File: src/rtl/mem_arb_pkg.sv
// Shared types and defaults for the memory-port arbiter.
package mem_arb_pkg;
  localparam int ADDR_W_DEF = 28;
  localparam int DATA_W_DEF = 128;

  typedef enum logic [1:0] {
    IDLE = 2'd0,
    BUSY = 2'd1,
    RESP = 2'd2
  } arb_state_e;

  localparam logic OWNER_I = 1'b0;
  localparam logic OWNER_D = 1'b1;
endpackage

File: src/rtl/mem_arb_rr_pick.sv
// Two-way round-robin pick: a lone requester wins, a tie goes opposite last_grant.
module mem_arb_rr_pick
  import mem_arb_pkg::*;
(
  input  logic i_req,
  input  logic d_req,
  input  logic last_grant,
  output logic valid,
  output logic pick_d
);
  assign valid  = i_req | d_req;
  assign pick_d = d_req & (~i_req | (last_grant == OWNER_I));
endmodule

File: src/rtl/mem_port_arbiter.sv
// Shares one memory port between I-cache and D-cache miss paths, one
// transaction at a time, with registered memory outputs and a ready pulse.
module mem_port_arbiter
  import mem_arb_pkg::*;
#(
  parameter int ADDR_W = ADDR_W_DEF,
  parameter int DATA_W = DATA_W_DEF
) (
  input  logic              clk,
  input  logic              rst_n,
  input  logic              i_mem_read,
  input  logic              i_mem_write,
  input  logic [ADDR_W-1:0] i_mem_addr,
  input  logic [DATA_W-1:0] i_mem_wdata,
  output logic              i_mem_ready,
  output logic [DATA_W-1:0] i_mem_rdata,
  input  logic              d_mem_read,
  input  logic              d_mem_write,
  input  logic [ADDR_W-1:0] d_mem_addr,
  input  logic [DATA_W-1:0] d_mem_wdata,
  output logic              d_mem_ready,
  output logic [DATA_W-1:0] d_mem_rdata,
  output logic              mem_read,
  output logic              mem_write,
  output logic [ADDR_W-1:0] mem_addr,
  output logic [DATA_W-1:0] mem_wdata,
  input  logic              mem_ready,
  input  logic [DATA_W-1:0] mem_rdata,
  output logic              grant_d
);
  arb_state_e        state;
  logic              last_grant;
  logic              pick_valid, pick_d;
  logic              win_rd, win_wr;
  logic [ADDR_W-1:0] win_addr;
  logic [DATA_W-1:0] win_wdata;

  mem_arb_rr_pick u_pick (
    .i_req      (i_mem_read | i_mem_write),
    .d_req      (d_mem_read | d_mem_write),
    .last_grant (last_grant),
    .valid      (pick_valid),
    .pick_d     (pick_d)
  );

  assign win_rd    = pick_d ? d_mem_read  : i_mem_read;
  assign win_wr    = pick_d ? d_mem_write : i_mem_write;
  assign win_addr  = pick_d ? d_mem_addr  : i_mem_addr;
  assign win_wdata = pick_d ? d_mem_wdata : i_mem_wdata;

  // grant_d doubles as the owner of the transaction in flight.
  always_ff @(posedge clk or negedge rst_n) begin
    if (!rst_n) begin
      state       <= IDLE;
      last_grant  <= OWNER_D;
      grant_d     <= OWNER_I;
      mem_read    <= 1'b0;
      mem_write   <= 1'b0;
      mem_addr    <= '0;
      mem_wdata   <= '0;
      i_mem_ready <= 1'b0;
      d_mem_ready <= 1'b0;
      i_mem_rdata <= '0;
      d_mem_rdata <= '0;
    end else begin
      case (state)
        IDLE: if (pick_valid) begin
          // read+write together is tolerated and treated as a write
          mem_read   <= win_rd & ~win_wr;
          mem_write  <= win_wr;
          mem_addr   <= win_addr;
          mem_wdata  <= win_wdata;
          grant_d    <= pick_d;
          last_grant <= pick_d;
          state      <= BUSY;
        end
        BUSY: if (mem_ready) begin
          mem_read  <= 1'b0;
          mem_write <= 1'b0;
          if (grant_d == OWNER_D) begin
            d_mem_rdata <= mem_rdata;
            d_mem_ready <= 1'b1;
          end else begin
            i_mem_rdata <= mem_rdata;
            i_mem_ready <= 1'b1;
          end
          state <= RESP;
        end
        RESP: begin
          i_mem_ready <= 1'b0;
          d_mem_ready <= 1'b0;
          state       <= IDLE;
        end
        default: state <= IDLE;
      endcase
    end
  end
endmodule
File: config.mk
export PLATFORM = sky130hd
export DESIGN_NAME = mem_port_arbiter
export DESIGN_NICKNAME = d
export VERILOG_FILES = /design/src/rtl/mem_arb_pkg.sv /design/src/rtl/mem_arb_rr_pick.sv /design/src/rtl/mem_port_arbiter.sv
export SDC_FILE = /design/constraint.sdc
export NUM_CORES = 1
export LEC_CHECK = 0
export CAP_MARGIN = 20
export CORE_AREA = 2 2 340 342
export CTS_BUF_LIST = sky130_fd_sc_hd__clkbuf_8
export CTS_CLUSTER_DIAMETER = 30
export DETAILED_ROUTE_END_ITERATION = 10
export DIE_AREA = 0 0 342 344
export PLACE_DENSITY_LB_ADDON = 0.3
export SETUP_SLACK_MARGIN = 0.3
export SYNTH_ARGS = -nofsm -noshare
export SYNTH_HDL_FRONTEND = slang
export SYNTH_SLANG_ARGS = --single-unit
export TNS_END_PERCENT = 50
File: constraint.sdc
create_clock -name clk -period 1.9 [get_ports clk]
set_input_delay 0.285 -clock clk [delete_from_list [all_inputs] [get_ports clk]]
set_output_delay 0.285 -clock clk [all_outputs]
set_load 0.01 [all_outputs]
# After elaboration in Yosys (flattened, before gate mapping)
# Cells that the tools add are included.
classes:
  n_bitwise: 10
  reduce_logical: 10
  eq_ne: 6
  muxes: 18
op_table:
  columns: ["op", "n"]
  rows:
  - ["2-to-1 mux 128 bit", 1]
  - ["2-to-1 mux 28 bit", 1]
  - ["AND reduction 3 bit", 5]
  - ["2-to-1 mux 1 bit", 9]
  - ["!= test 2 bit, second input constant", 4]
  - ["one-hot mux 1 bit (2 select lines)", 4]
  - ["2-to-1 mux 2 bit", 2]
  - ["NOT 1 bit", 4]
  - ["OR 1 bit", 4]
  - ["one-hot mux 2 bit (2 select lines)", 1]
  - ["AND reduction 2 bit", 2]
  - ["nonzero test 2 bit", 2]
  - ["AND 1 bit", 2]
  - ["== test 2 x 1 -> 1 bit, second input constant", 1]
  - ["== test 2 bit, second input constant", 1]
  - ["zero test 2 bit", 1]
totals:
  regBits: 420
  in_bits: 447
  word_cells: 55

# Longest topological paths before layout
# Gate-level depths: netlist (run 1).
depth:
  ltp_word: 9
  ltp_mapped: 7
  depth_no_buf: 5

# Modules after synthesis
# From an unflattened synthesis (run 1), not the netlist that was laid out.
unflattened:
  cells_unflattened: 1255
  area_unflattened_um2: 17490.5
by_module_without_submodules:
  columns: ["mod", "area_per_inst_um2", "cells_each", "n_inst"]
  rows:
  - ["mem_port_arbiter", 17476.8, 1253, 1]
  - ["mem_arb_rr_pick", 13.8, 2, 1]

# Worst setup path after synthesis (run 1)
# OpenSTA, ideal clock, no wires.
synth_timing:
  path_type: "reg-to-reg"
  start: "reg state[1]"
  end: "reg i_mem_rdata[0]"
  path_stages_with_launch: 7
  arrival_time_ps: 1550
  slack_ps: 225
  required_time_ps: 1775
  path_cell_list: "dfrtp_1 > nand2b_1 > or2_4 > nor2_2 > buf_4 > buf_6 > mux2_2"
synth_via:
  elab_chain_len: 2
synth_lines:
  columns: ["element", "line_no", "rtl"]
  rows:
  - ["start, declared", "mem_port_arbiter.sv:31", "arb_state_e state;"]
  - ["start signal, assigned", "mem_port_arbiter.sv:54", "state <= IDLE;"]
  - ["start signal, assigned", "mem_port_arbiter.sv:75", "state <= BUSY;"]
  - ["start signal, assigned", "mem_port_arbiter.sv:87", "state <= RESP;"]
  - ["== test 2 x 1 -> 1 bit", "mem_port_arbiter.sv:66", "case (state)"]
  - ["AND reduction 3 bit (no line)", null, null]
  - ["end signal, assigned", "mem_port_arbiter.sv:84", "i_mem_rdata <= mem_rdata;"]
  - ["end, declared", "mem_port_arbiter.sv:16", "output logic [DATA_W-1:0] i_mem_rdata,"]
# Every way passes these cells.
# A chain may end at the register's enable or synchronous reset.

# Final worst setup path (run 1)
layout_timing:
  start: "reg state[1]"
  end: "reg i_mem_rdata[11]"
# The elaborated chain is that of the path after synthesis.

==> impl_metrics.env, run 1 <==
export IMPL_min_period_ps=1804
export IMPL_peakVddDrop_mv=0.9712
export IMPL_synth_top_area_share=0.6025
export IMPL_crit_start="state[1]"
export IMPL_worstMarginPinSlew_ps=856.0
export IMPL_holdWs_ps=128.8
export IMPL_cts_root_buf="clkbuf_8"
export IMPL_critPathKind="reg2reg"
export IMPL_dp_cells=3816
export IMPL_critPathCaptureType="register"
export IMPL_dieArea_um2=117600
export IMPL_postSynth_asyncResetShare=1.000
export IMPL_area_delta_synth_final_pct=104.2
export IMPL_fin_skew_ps=27.38
export IMPL_numCtsBuffers=133
export IMPL_hp_start="i_mem_wdata[16]"
export IMPL_place_gp_congestion=0.8376
export IMPL_grt_ovfl_total=0
export IMPL_post_dp_hpwl_um=57830
export IMPL_wl_um=82320
export IMPL_fin_crit_sh=0.9494
export IMPL_maxCapViolCount=0
export IMPL_dr_pass1_iters=5
export IMPL_synth_edff_count=0
export IMPL_setup_viol=0
export IMPL_synthTopCellsByArea="dfrtp_1 60%, mux2_2 9.5%, mux2_4 9.4%"
export IMPL_ys_warn_count=0
export IMPL_rows=124
export IMPL_cts_tree="built"
export IMPL_viasPerCell=3.775
export IMPL_ys_types=29
export IMPL_hold_path_class="in2reg"
export IMPL_final_layout_size_suffix_gt1_frac=0.3610
export IMPL_required_ps=2590
export IMPL_syn_mean_instance_area_um2=12.20
export IMPL_timing_critical_path_from_type="register"
export IMPL_coreArea_um2=113900
export IMPL_synth_area_um2=17400
export IMPL_ys_seq_elements=420
export IMPL_io_pins=864
export IMPL_cts_sinks=420
export IMPL_die_h_um=344
export IMPL_crit_path_max_fanout=22
export IMPL_h_tree_depth=4
export IMPL_antenna_found_initial=11
export IMPL_fmax_mhz=554.3
export IMPL_fin_cells=4501
export IMPL_synth_net_count=1874
export IMPL_synth_top_area_cell="dfrtp_1"
export IMPL_cts_max_path_buffers=3
export IMPL_die_x_um=342
export IMPL_first_iter_violations=586
export IMPL_yosysSeqAreaShare=0.6040
export IMPL_reg2reg_from="state[1]"
export IMPL_synth_flop_cell="dfrtp_1"
export IMPL_clk_latency_ps=810
export IMPL_grt_pass1_vias=18240
export IMPL_grt_max_degree=65
export IMPL_pwr_density_cell_nw_per_um2=1660
export IMPL_maxSlewHeadroom=0.4272
export IMPL_drc_errors=0
export IMPL_yosysMostFrequentCell="dfrtp_1"
export IMPL_rsz0062_at_grt="yes"
export IMPL_grt_use_total=0.1305
export IMPL_leakage_nw=15.91
export IMPL_synth_cells=1427
export IMPL_grt_pass1_wl_um=115100
export IMPL_vias=16990
export IMPL_ant_nets=0
export IMPL_utilization=0.3121
export IMPL_power_mw=58.98
export IMPL_clk_pin_slew_ps=50
export IMPL_hold_viol_final=0
export IMPL_start_util=0.1528
export IMPL_slew_viol_final=0
export IMPL_synth_common_cells="419 x dfrtp_1, 313 x a21oi_1, 159 x nor2_1"
export IMPL_cp_data_arrival_time_ps=2500
export IMPL_status="finished clean"
export IMPL_wl_per_cell_um=18.29
export IMPL_portBuffers=863
export IMPL_fin_nets=3331
area by class of cell:
cell class / instances / area (µm²)
diodes: 6 / 15.01
clock buffers: 167 / 2298
clock inverters: 67 / 625.6
fillers: 11710 / 78340
inverters: 3 / 12.51
multi-input cells: 907 / 6307
flip-flops and latches: 420 / 10530
well taps: 1512 / 1892
repair buffers: 1419 / 13860
logic make-up after synthesis:
| group | count (synthesis) | synth area share |
|---|---|---|
| multiplexers | 256 | 0.1892 |
| flip-flops | 420 | 0.6040 |
| AO/OA/AOI/OAI | 324 | 0.09433 |
| buffers and inverters | 101 | 0.04055 |
| AND/OR/NAND/NOR | 326 | 0.07197 |
registers in the layout (all words and copies together) (netlist names):
register,flops
grant_d,1
d_mem_rdata,128
last_grant,1
d_mem_ready,1
i_mem_rdata,128
mem_wdata,128
mem_addr,28
i_mem_ready,1
mem_write,1
mem_read,1
state,2
what timing repair did:
item | 4_1_cts | 5_1_grt
endpoints found under the setup margin | 829 | 832
hold endpoints to repair | 723 | 0
pin swaps | 0 | 5
cloned | 0 | 9
hold buffers | 337 | 0
buffers inserted | 16 | 83
gates resized for setup | 1151 | 685
power breakdown:
| group | internal, mW | leakage (nW) | switching, mW |
|---|---|---|---|
| combinational | 15.3 | 9.43 | 12.1 |
| clock | 9.26 | 1.60 | 5.41 |
| sequential | 13.7 | 4.88 | 3.26 |
| total | 38.3 | 15.9 | 20.7 |
critical path, cell delays in order, from the launching register on:
cell	delay (ps)
dfrtp_1	370
nand2b_4	140
or2_4	250
nor2_4	100
buf_12	200
buf_16	210
mux2_2	350
layer usage:
metal,part of all wire,up-vias,GRT usage
met5,0.00016,-,0
li1,-,7837,-
met3,0.078,182,0.04712
met1,0.40,8284,0.1492
met2,0.48,688,0.2169
met4,0.037,2,0.06140
cells in the final DEF, fill, tap and decap left out, drive strengths merged:
cell,n
buf,487
clkdlybuf4s50,445
dfrtp,419
dlygate4sd3,336
a21oi,313
clkbuf,256
mux2,256
nor2,160
nand2,159
clkdlybuf4s15,62
inv,35
clkinv,19
bufinv,10
diode,6
clkinvlp,6
o21ai,4
nand2b,3
a21o,2
a22o,2
nor2b,2
or2,1
a211o,1
a21boi,1
a31oi,1
nand3,1
and3,1
dfstp,1
per-stage QoR:
stage                     setup slack (ps)  area [µm²]  setup TNS (ps)
after floorplan                      270.8       17450               0
after global placement              -414.0       28620          -99970
after detailed placement            -453.5       28620         -109580
after CTS                            17.77       35050               0
after global routing                 31.86       35540               0
final                                96.05       35540               0
worst paths after layout:
path | to | cells past startpoint | slack, ps
worst min-delay path | mem_wdata[16] | 3 | 130
min in group asynchronous | d_mem_rdata[112] | 3 | 190
worst max register to register | i_mem_rdata[11] | 6 | 100
worst min register to register | i_mem_rdata[108] | 1 | 500
worst max-delay path | i_mem_rdata[11] | 6 | 100
max in group asynchronous | mem_wdata[95] | 4 | 1180
(Power assumes the default switching activity.)
==> inputs of run 2 (changes only) <==
Settings changed: SLEW_MARGIN set to 20.
==> results of run 2 <==
The final DEF is identical to that of run 1; final timing and power are the same.
